--- src/rtl/pattern_scan_pkg.sv ---
// Shared types and constants for the byte-stream "1101" pattern scanner.
package pattern_scan_pkg;

  localparam int BYTE_W    = 8;
  localparam int BIT_IDX_W = 3;

  typedef enum logic [1:0] {
    IDLE  = 2'd0,
    SHIFT = 2'd1,
    DONE  = 2'd2
  } ctrl_state_t;

  typedef enum logic [1:0] {
    S0 = 2'd0,
    S1 = 2'd1,
    S2 = 2'd2,
    S3 = 2'd3
  } det_state_t;

endpackage

--- src/rtl/bit_pattern_det.sv ---
// Serial Mealy detector for the bit pattern "1101"; overlapping matches allowed.
module bit_pattern_det
  import pattern_scan_pkg::*;
(
  input  logic clk,
  input  logic rst,
  input  logic clear,
  input  logic bit_en,
  input  logic bit_in,
  output logic match
);

  det_state_t state;

  // Mealy output: the fourth bit of "1101" is seen while sitting in S3
  assign match = bit_en && (state == S3) && bit_in;

  always_ff @(posedge clk or posedge rst) begin
    if (rst) begin
      state <= S0;
    end else if (clear) begin
      state <= S0;
    end else if (bit_en) begin
      unique case (state)
        S0: state <= bit_in ? S1 : S0;
        S1: state <= bit_in ? S2 : S0;
        S2: state <= bit_in ? S2 : S3;
        S3: state <= bit_in ? S1 : S0;
      endcase
    end
  end

endmodule

--- src/rtl/pattern_scan_ctrl.sv ---
// Byte front end: accepts bytes, serializes them MSB-first into the detector and reports per-frame match counts.
module pattern_scan_ctrl
  import pattern_scan_pkg::*;
#(
  parameter int CNT_W = 8
) (
  input  logic             clk,
  input  logic             rst,
  input  logic [7:0]       data_in,
  input  logic             data_valid,
  input  logic             data_last,
  output logic             data_ready,
  input  logic             abort,
  output logic             match_pulse,
  output logic             busy,
  output logic             done,
  output logic [CNT_W-1:0] result
);

  ctrl_state_t           state;
  logic [BYTE_W-1:0]     shift_reg;
  logic [BIT_IDX_W-1:0]  bit_idx;
  logic                  last_flag;
  logic [CNT_W-1:0]      count;
  logic                  det_bit_en;
  logic                  det_clear;
  logic                  match_p0;
  logic                  xfer;

  function automatic logic [CNT_W-1:0] sat_inc(input logic [CNT_W-1:0] v);
    return (&v) ? v : v + 1'b1;
  endfunction

  assign data_ready = (state == IDLE) && !abort;
  assign xfer       = data_valid && data_ready;
  assign det_bit_en = (state == SHIFT) && !abort;
  assign det_clear  = abort || (state == DONE);

  // Stage p0: serial bit presented to the detector, match is combinational
  bit_pattern_det u_det (
    .clk    (clk),
    .rst    (rst),
    .clear  (det_clear),
    .bit_en (det_bit_en),
    .bit_in (shift_reg[BYTE_W-1]),
    .match  (match_p0)
  );

  always_ff @(posedge clk) begin
    if (xfer) begin
      shift_reg <= data_in;
    end else if (state == SHIFT) begin
      shift_reg <= {shift_reg[BYTE_W-2:0], 1'b0};
    end
  end

  // Stage p1: registered match strobe, count, done and result
  always_ff @(posedge clk or posedge rst) begin
    if (rst) begin
      state       <= IDLE;
      bit_idx     <= '0;
      last_flag   <= 1'b0;
      count       <= '0;
      result      <= '0;
      match_pulse <= 1'b0;
      done        <= 1'b0;
      busy        <= 1'b0;
    end else begin
      match_pulse <= match_p0;
      done        <= 1'b0;
      if (abort) begin
        state <= IDLE;
        count <= '0;
        busy  <= 1'b0;
      end else begin
        unique case (state)
          IDLE: begin
            if (data_valid) begin
              state     <= SHIFT;
              bit_idx   <= BIT_IDX_W'(BYTE_W - 1);
              last_flag <= data_last;
              busy      <= 1'b1;
            end
          end
          SHIFT: begin
            if (match_p0) begin
              count <= sat_inc(count);
            end
            bit_idx <= bit_idx - 1'b1;
            if (bit_idx == '0) begin
              if (last_flag) begin
                // result must include a match completed by the final bit
                state  <= DONE;
                done   <= 1'b1;
                result <= match_p0 ? sat_inc(count) : count;
              end else begin
                state <= IDLE;
                busy  <= 1'b0;
              end
            end
          end
          DONE: begin
            state <= IDLE;
            count <= '0;
            busy  <= 1'b0;
          end
          default: begin
            state <= IDLE;
            busy  <= 1'b0;
          end
        endcase
      end
    end
  end

endmodule

--- config.mk ---
export PLATFORM = sky130hd
export DESIGN_NAME = pattern_scan_ctrl
export DESIGN_NICKNAME = d
export VERILOG_FILES = /design/src/rtl/pattern_scan_pkg.sv /design/src/rtl/bit_pattern_det.sv /design/src/rtl/pattern_scan_ctrl.sv
export SDC_FILE = /design/constraint.sdc
export NUM_CORES = 1
export LEC_CHECK = 0
export BUFFER_PORTS_ARGS = -buffer_cell sky130_fd_sc_hd__buf_2
export CAP_MARGIN = 40
export CORE_UTILIZATION = 57
export DETAILED_ROUTE_END_ITERATION = 10
export GPL_TIMING_DRIVEN = 1
export HOLD_SLACK_MARGIN = 0.03
export PLACE_DENSITY_LB_ADDON = 0.3
export SLEW_MARGIN = 0
export SYNTH_ARGS = -nofsm -noshare
export SYNTH_HDL_FRONTEND = slang
export SYNTH_HIERARCHICAL = 1
export SYNTH_SLANG_ARGS = --single-unit
--- constraint.sdc ---
create_clock -name clk -period 2.5 [get_ports clk]
set_input_delay 0.125 -clock clk [delete_from_list [all_inputs] [get_ports clk]]
set_output_delay 0.125 -clock clk [all_outputs]
set_load 0.1 [all_outputs]
==> summary.md, run 1 <==
| Metric | Value |
|---|---|
| Met1 WL | 1730 um |
| Status | completed |
| Initial antenna violation count | 0 |
| Crit-path leading delay family | simple AND/OR/NAND/NOR gates |
| Metal3 WL | 165 um |
| Synthesized flop and latch total | 35 |
| Placed insts | 243 |
| Worst-Margin Slew | 780 ps |
| Final Hold Vio Count | 0 |
| Post-synth EDFFs | 8 |
| Syn nets | 198 |
| Top post-synthesis cells by area | dfrtp_1 (36%), edfxtp_1 (13%), mux2_2 (5.4%) |
| Max Used Layer | met4 |
| Total track usage | 24.9% |
| Reg clk slew, reported paths | 110 ps |
| Non-filler cells, final | 253 |
| Vias | 1480 |
| Worst Setup Start Kind | flip-flop |
| DRC violations left | 0 |
| Cell area after synthesis | 1860 um^2 |
| TritonCTS clock tree | done |
| Critical path depth | 6 |
| Clk sinks | 35 |
| Crit path required time | 2700 ps |
| ANT cells | 0 |
| Post-Route WL | 3780 um |
| Post-Synth Adder-Cell Area | 4.03% |
| CTS buffer count | 5 |
| Worst Hold Depth | 2 |
| Post-DP HPWL | 2610 um |
| Core Footprint | 3080 um^2 |
| Mux cell area share after synthesis | 8.66% |
| Max cap viols | 0 |
| Period utilization | 76.1% |
| Initial drt markers | 50 |
| Vias in the first global route | 1393 |
| Max Freq | 0.526 GHz |
| Crit. Startpoint | state[1] |
| Nets@finish | 227 |
| Worst Min Path Start | data_in[5] |
| Worst r2r src | state[1] |
| Routed Antenna Nets | 0 |
| Ports | 25 |
| Worst path max stage delay | 420 ps |
| RePlAce Congestion | 0.842 |
| Largest family of logic cells by synthesized area | simple AND/OR/NAND/NOR gates |
| PwrDens | 541 nW/um^2 |
| Critical path type | reg -> reg |
| Worst-path fanout max | 8 |
| Pre-CTS setup slack | 603 ps |
| Synth top area share | 36.2% |
| Largest net degree at the start of global routing | 23 |
| Router iterations before antenna repair | 4 |
| Slew Limit Fails | 0 |
| Final setup violation count | 0 |
| Post-synthesis average cell area | 10.4 um^2 |
| Clk Latency, worst-skew pair | 340 ps |
| Final setup TNS | 0 ps |
| Critical path capture point type | flip-flop |
| H-tree Lvls | 2 |
| CP arrival | 2100 ps |
| Die ar. | 3500 um^2 |
| Cell variety after synth | 42 |
| Metal2 WL | 1810 um |
| Layout cell share with drive strength beyond 1 | 24.9% |
| Worst-path cell chain | nor3b_4 > and3_2 > nand4_4 > nor3_1 > mux2i_1 > o21ai_0 |
| Root buffer cell | clkbuf_4 |
| IO buf count | 24 |
| Die height | 59.2 um |
| Layout area overhead | 14.3% |
| First-pass GRT wire length | 6330 um |
| Post-synth top area cell | dfrtp_1 |
| Clk_skew | 10.7 ps |
| Reg2Reg Depth | 6 |
| Die span in x | 59.2 um |
| Wirelength per Cell | 14.9 um |
| Min-delay worst type | in -> reg |
| Post-cts sizing count | 0 |
| Compound-gate portion of the synthesized area | 14.4% |
| Mapped Cells | 179 |
| Static leakage power | 0.961 nW |
| Buf/Inv on CP | 0 |
| Setup WS post-layout | 598 ps |
| Total gr overflow | 0 |
| Vias/cell | 5.85 |
| Post-Synth Simple-Gate Area | 18.8% |
| Xor/xnor share of the synthesized area | 0.470% |
| Initial Utilization | 60.6% |
| Maximum clock path buffer count | 2 |
| Post-synthesis async set-or-reset flop share | 77.1% |
| Sequential area share after synthesis | 49.1% |
| CP max-delay cell | dfrtp_1 |
| Row cnt | 20 |
| Peak supply drop | 0.305 mV |
| Yosys Warn Count | 6 |
| Fin crit period | 1900 ps |
| Rel. slew slack | 48.0% |
| Primary FF master, synth | dfrtp_1 |
| RSZ-0062 raised after global routing | no |
-- cells in the final DEF, fill, tap and decap left out, types with 4 or more instances in the layout --
cell type | synthesis | final
a31oi_1 | 4 | 4
mux2i_1 | 6 | 6
dfrtp_1 | 27 | 27
mux2_2 | 9 | 9
ha_1 | 6 | 6
a21oi_1 | 10 | 10
inv_1 | 12 | 12
edfxtp_1 | 8 | 8
nor4_1 | 4 | 4
nor2_1 | 12 | 12
nor3_1 | 6 | 5
clkbuf_4 | 0 | 5
nand2_1 | 16 | 16
o21ai_0 | 11 | 11
buf_2 | 5 | 24
-- metrics by stage --
step,hold WS [ps],total power [mW],area (um^2),utilization (%)
after floorplan,-134,0.812,1880,-
after global placement,-16.0,0.851,2030,66.1
after detailed placement,-13.6,0.873,2060,67.0
after CTS,67.1,1.16,2130,69.2
after global routing,68.9,1.22,2130,69.2
final,71.6,1.15,2130,69.2
-- final cells by class --
type                    count  area, um^2
well taps                  44        55.1
fillers                   247         947
flip-flops and latches     35         916
repair buffers             30         190
multi-input cells         124         875
clock buffers               7        45.0
clock inverters             1        5.00
inverters                  12        45.0
-- path summary, 6_finish.rpt --
kind                       slack, ps        endpoint
min in group asynchronous        180  u_det/state[0]
min reg2reg                      490      bit_idx[0]
max in group asynchronous       1870       result[2]
max reg2reg                      600       result[7]
min                               70    shift_reg[5]
max                              600       result[7]
-- synthesized netlist by cell type (all sizes together) (2+ instances only) --
master  instances
ha              6
edfxtp          8
a21o            2
nor3            6
dfrtp          27
o21ai          12
nand3           3
a22o            2
mux2i           6
or3             3
nand2          16
a31oi           4
nor4            5
o21a            3
nor2           12
inv            12
nand2b          3
a21oi          10
a211oi          3
clkbuf          2
mux2            9
buf             6
nor2b           2
and3            3
nand4           4
o211ai          2
-- power by group --
group          switching, mW  total (mW)  internal, mW  leakage [nW]
sequential            0.0279       0.663         0.635         0.438
clock                  0.182       0.291         0.109        0.0293
combinational          0.121       0.199        0.0781         0.494
total                  0.331        1.15         0.823         0.961
-- kinds of logic after synthesis --
| group | count (synthesis) |
|---|---|
| AOI/OAI and AO/OA | 42 |
| xor gates and xnor gates | 1 |
| adders and majority gates | 6 |
| buffers and inverters | 20 |
| DFF | 35 |
| muxes | 15 |
| and+or+nand+nor | 60 |
-- timing repair --
action,CTS,global route
endpoints found under the hold margin,28,0
buffers inserted,0,0
hold buffers,2,0
-- metal layers --
| layer | vias up | global-route usage [%] |
|---|---|---|
| li1 | 701 | - |
| met3 | 8 | 5.46 |
| met4 | 0 | 10.9 |
| met2 | 41 | 38.2 |
| met5 | - | 0 |
| met1 | 730 | 33.9 |
-- worst reg2reg max path: cells and delay by family (launching register included) --
kind            cells  cell delay [ps]
flops               1              420
compound gates      1               90
simple gates        4             1040
mux                 1              220
Power figures use the tool's default switching activity.
==> run 2, diff against run 1 <==
--- a/config.mk
+++ b/config.mk
@@ -5,9 +5,10 @@
 export SDC_FILE = /design/constraint.sdc
 export NUM_CORES = 1
 export LEC_CHECK = 0
+export ABC_AREA = 1
 export BUFFER_PORTS_ARGS = -buffer_cell sky130_fd_sc_hd__buf_2
 export CAP_MARGIN = 40
-export CORE_UTILIZATION = 57
+export CORE_UTILIZATION = 56
 export DETAILED_ROUTE_END_ITERATION = 10
 export GPL_TIMING_DRIVEN = 1
 export HOLD_SLACK_MARGIN = 0.03
==> constraint.sdc (replaced) <==
create_clock -name clk -period 1.77 [get_ports clk]
set_input_delay 0.0885 -clock clk [delete_from_list [all_inputs] [get_ports clk]]
set_output_delay 0.0885 -clock clk [all_outputs]
set_load 0.1 [all_outputs]
==> summary.md, run 2 <==
| Metric | Value |
|---|---|
| Nets@finish | 282 |
| Mux cell area share after synthesis | 0% |
| Cell variety after synth | 25 |
| Post-synth EDFFs | 8 |
| Maximum clock path buffer count | 2 |
| Reg clk slew, reported paths | 100 ps |
| Post-synthesis async set-or-reset flop share | 77.1% |
| PwrDens | 767 nW/um^2 |
| Static leakage power | 1.19 nW |
| Post-synth top area cell | dfrtp_1 |
| Fin crit period | 1580 ps |
| Status | completed |
| Core Footprint | 3100 um^2 |
| Combinational cell fraction of total power | 17.3% |
| Worst-path fanout max | 10 |
| Min-delay worst type | in -> reg |
| Die ar. | 3530 um^2 |
| Clk_skew | 14.4 ps |
| Worst Min Path Start | data_in[2] |
| Post-Synth Adder-Cell Area | 4.07% |
| Count leader, synth | nand2_1 |
| RSZ-0062 raised after global routing | no |
| Setup WS post-layout | 185 ps |
| Largest family of logic cells by synthesized area | simple AND/OR/NAND/NOR gates |
| Clk sinks | 35 |
| Wirelength per Cell | 11.0 um |
| Max Freq | 0.631 GHz |
| Worst r2r src | state[1] |
| Cell area after synthesis | 1850 um^2 |
| Routed Antenna Nets | 0 |
| Crit path required time | 1680 ps |
| CTS buffer count | 5 |
| CP arrival | 1500 ps |
| Vias/cell | 4.94 |
| Post-synthesis average cell area | 8.10 um^2 |
| Syn nets | 247 |
| Largest net degree at the start of global routing | 26 |
| Rel. slew slack | 67.7% |
| Die height | 59.4 um |
| Compound-gate portion of the synthesized area | 1.76% |
| Slew Limit Fails | 0 |
| Root buffer cell | clkbuf_4 |
| Synth top area share | 36.6% |
| Yosys Warn Count | 6 |
| Critical path capture point type | output port |
| Final Util | 68.5% |
| Register-to-register setup slack | 270 ps |
| Worst-Margin Slew | 488 ps |
| Xor/xnor share of the synthesized area | 0.474% |
| Non-filler cells, final | 308 |
| Clock network fraction of design power | 25.8% |
| Cell area after placement | 2050 um^2 |
| Worst Setup Start Kind | flip-flop |
| Total track usage | 23.1% |
| Multi-input logic area | 795 um^2 |
| Final setup TNS | 0 ps |
| Router iterations before antenna repair | 4 |
| Placed insts | 297 |
| ANT cells | 0 |
| DRC violations left | 0 |
| Initial drt markers | 78 |
| Layout cell share with drive strength beyond 1 | 19.7% |
| Initial antenna violation count | 0 |
| Primary FF master, synth | dfrtp_1 |
| Internal power | 1.14 mW |
| Max cap viols | 0 |
| Flop pwr share | 56.9% |
| Sequential area share after synthesis | 49.6% |
| Most frequent cells in the layout | nand2_1 (93), nand3_1 (32), dfrtp_1 (27) |
| Clk Latency, worst-skew pair | 350 ps |
| Die span in x | 59.4 um |
| Crit. Startpoint | state[1] |
| Mapped Cells | 228 |
| Final Hold Vio Count | 0 |
| Post-Synth Simple-Gate Area | 36.6% |
| Post-route cell area | 2130 um^2 |
| Post-DP HPWL | 2450 um |
| Top post-synthesis cells by area | dfrtp_1 (37%), nand2_1 (19%), edfxtp_1 (13%) |
| Post-synth top cells | nand2_1 (93), nand3_1 (32), dfrtp_1 (27) |
| NetSw | 0.487 mW |
| Row cnt | 20 |
| Peak supply drop | 0.643 mV |
| RePlAce Congestion | 0.832 |
| Critical path type | reg -> out |
| Post-Route WL | 3380 um |
| Ports | 25 |
| IO buf count | 24 |
| Total gr overflow | 0 |
| Vias | 1521 |
| Final setup violation count | 0 |
| TritonCTS clock tree | done |
| Initial Utilization | 59.5% |
| Synthesized flop and latch total | 35 |
| Vias in the first global route | 1403 |
| Register Area | 916 um^2 |
| Layout area overhead | 15.1% |
| Commonest non-fill, non-tap cell in the layout | nand2_1 |
| Pre-CTS setup slack | 267 ps |
| H-tree Lvls | 2 |
| Period utilization | 89.5% |
| Fillers | 273 |
| First-pass GRT wire length | 5910 um |
| Sw frac | 29.9% |
## run 2: area by class of cell
| type | instances | share of cell area [%] |
|---|---|---|
| Inverter | 26 | 4.71 |
| Sequential cell | 35 | 43.1 |
| Clock buffer | 7 | 2.12 |
| Tap cell | 44 | 2.59 |
| Timing Repair Buffer | 33 | 9.89 |
| Multi-Input combinational cell | 162 | 37.4 |
| Clock inverter | 1 | 0.235 |
## run 2: stage by stage
step / hold WS, ps / total power [mW]
after global routing: 36.5 / 1.72
after floorplan: -170 / 1.15
after CTS: 30.4 / 1.65
after global placement: -52.7 / 1.21
final: 43.4 / 1.63
after detailed placement: -50.7 / 1.23
## run 2: kinds of logic after synthesis
kind of cell	Yosys count
flops	35
buf+inv	31
fa+ha+maj	6
compound gates	5
simple gates	150
xor+xnor	1
## run 2: repair_timing
action,in CTS,in global routing
gates resized for setup,0,0
hold endpoints to repair,29,0
hold buffers,3,0
setup buffers,0,0
endpoints found under the setup margin,0,0
## run 2: worst max-delay path, stage by stage, from the launching register on
cell     delay, ps
dfrtp_1        390
or2_4          260
nor2_2         110
buf_4          200
buf_12         190
## run 2: power groups by stage
stage / logic, mW / clock network [mW] / registers (mW)
2_1_floorplan: 0.183 / 0 / 0.964
3_3_place_gp: 0.271 / 0 / 0.942
3_5_place_dp: 0.280 / 0 / 0.945
4_1_cts: 0.286 / 0.432 / 0.928
5_1_grt: 0.315 / 0.472 / 0.934
6_report: 0.282 / 0.421 / 0.927
## run 2: final timing paths
check / end / depth (start not counted)
worst max-delay path: data_ready / 4
worst min-delay path: shift_reg[2] / 3
worst max register to register: count[7] / 12
worst min register to register: bit_idx[0] / 1
max in group asynchronous: match_pulse / 4
min in group asynchronous: u_det/state[1] / 3
## run 2: routing by layer
metal	global-route usage [%]	vias up	wire [um]
met5	0	-	0
met4	16.0	0	86
met3	5.02	10	104
met2	33.1	25	1530
met1	31.0	698	1660
li1	-	788	-
==> run 3, diff against run 2 <==
--- a/config.mk
+++ b/config.mk
@@ -8,7 +8,8 @@
 export ABC_AREA = 1
 export BUFFER_PORTS_ARGS = -buffer_cell sky130_fd_sc_hd__buf_2
 export CAP_MARGIN = 40
-export CORE_UTILIZATION = 56
+export CORE_UTILIZATION = 57
+export CTS_BUF_LIST = sky130_fd_sc_hd__clkbuf_4
 export DETAILED_ROUTE_END_ITERATION = 10
 export GPL_TIMING_DRIVEN = 1
 export HOLD_SLACK_MARGIN = 0.03
==> summary.md, run 3 (same netlist as run 2, synthesis figures left out) <==
| Metric | Value |
|---|---|
| Status | completed |
| Max cap viols | 0 |
| RePlAce Congestion | 0.818 |
| Root buffer cell | clkbuf_4 |
| Period utilization | 90.5% |
| Router iterations before antenna repair | 4 |
| H-tree Lvls | 2 |
| Largest net degree at the start of global routing | 26 |
| Clk Latency, worst-skew pair | 350 ps |
| Fin crit period | 1600 ps |
| Die span in x | 58.9 um |
| Slew Limit Fails | 0 |
| Commonest non-fill, non-tap cell in the layout | nand2_1 |
| Final setup violation count | 0 |
| TritonCTS clock tree | done |
| First-pass GRT wire length | 5960 um |
| Total track usage | 23.3% |
| Total gr overflow | 0 |
| Internal power | 1.13 mW |
| Post-Route WL | 3440 um |
| Clk_skew | 14.4 ps |
| Vias in the first global route | 1421 |
| CTS buffer count | 5 |
| Reg2Reg Depth | 12 |
| Initial drt markers | 56 |
| Flop pwr share | 56.9% |
| Post-route cell area | 2110 um^2 |
| RSZ-0062 raised after global routing | no |
| Worst Setup Start Kind | flip-flop |
| Critical path capture point type | output port |
| Worst-Margin Slew | 485 ps |
| Crit path required time | 1680 ps |
| Most frequent cells in the layout | nand2_1 (93), nand3_1 (32), dfrtp_1 (27) |
| Combinational cell fraction of total power | 17.2% |
| Peak supply drop | 0.806 mV |
| Static leakage power | 1.18 nW |
| Maximum clock path buffer count | 2 |
| Worst Hold Depth | 3 |
| Nets@finish | 280 |
| Initial antenna violation count | 0 |
| DRC violations left | 0 |
| Min-delay worst type | in -> reg |
| Worst-path fanout max | 10 |
| Routed Antenna Nets | 0 |
| Ports | 25 |
| ANT cells | 0 |
| Wirelength per Cell | 11.2 um |
| Die ar. | 3470 um^2 |
| Cell area after placement | 2040 um^2 |
| Final Hold Vio Count | 0 |
| Final setup TNS | 0 ps |
| Initial Utilization | 60.5% |
| Core Footprint | 3050 um^2 |
| Rel. slew slack | 67.9% |
| Reg clk slew, reported paths | 100 ps |
| Sw frac | 30.5% |
| PwrDens | 774 nW/um^2 |
| Max Freq | 0.625 GHz |
| NetSw | 0.498 mW |
| Clk sinks | 35 |
| Layout area overhead | 14.2% |
| Die height | 58.9 um |
| Clock network fraction of design power | 25.9% |
| IO buf count | 24 |
| Row cnt | 20 |
| Layout cell share with drive strength beyond 1 | 19.5% |
| Vias/cell | 4.97 |
| Vias | 1521 |
| Critical path type | reg -> out |
| Post-DP HPWL | 2460 um |
| CP arrival | 1510 ps |
[run 3: layout make-up]
cell class,instances,area [um^2]
flip-flops and latches,35,916
well taps,44,55.1
fillers,266,943
repair buffers,31,193
inverters,26,100
clock buffers,5,37.5
multi-input cells,162,795
clock inverters,3,13.8
[run 3: power groups by stage]
stage                     registers (mW)  clock network, mW  logic [mW]
final                              0.928              0.422       0.281
after global routing               0.935              0.465       0.315
after CTS                          0.929              0.431       0.283
after detailed placement           0.945                  0       0.278
after global placement             0.942                  0       0.271
after floorplan                    0.964                  0       0.183
[run 3: final timing paths]
path | start | end | slack, ps
setup / recovery | state[1] | data_ready | 170
hold / removal | data_in[0] | shift_reg[0] | 40
setup reg to reg | state[1] | count[7] | 240
hold reg to reg | bit_idx[0] | bit_idx[0] | 470
max in group asynchronous | rst | bit_idx[2] | 1180
min in group asynchronous | rst | u_det/state[1] | 140
[run 3: what timing repair did]
| item | in CTS | in global routing |
|---|---|---|
| gates resized for setup | 0 | 0 |
| buffers inserted | 0 | 0 |
| endpoints found under the hold margin | 28 | 0 |
| hold buffers | 2 | 0 |
[run 3: metal layers]
| metal | up-vias | GRT usage (%) | part of all wire (%) |
|---|---|---|---|
| li1 | 784 | - | - |
| met1 | 705 | 31.6 | 48 |
| met2 | 26 | 35.1 | 46 |
| met3 | 6 | 7.03 | 3.7 |
| met4 | 0 | 9.18 | 1.7 |
| met5 | - | 0 | 0 |
[run 3: through the flow]
stage	setup WS (ps)	power (mW)	hold WS, ps	std cells	util (%)
finish	169	1.63	41.6	306	69.1
global route	76.7	1.72	37.3	306	69.1
CTS	149	1.64	33.0	306	69.1
detailed placement	274	1.22	-51.7	296	66.8
global placement	332	1.21	-52.7	296	66.8
floorplan	61.8	1.15	-170	228	-
[run 3: critical path, cell delays in order, from the launching register on]
cell	delay (ps)
dfrtp_1	390
or2_4	260
nor2_2	120
buf_4	210
buf_12	190
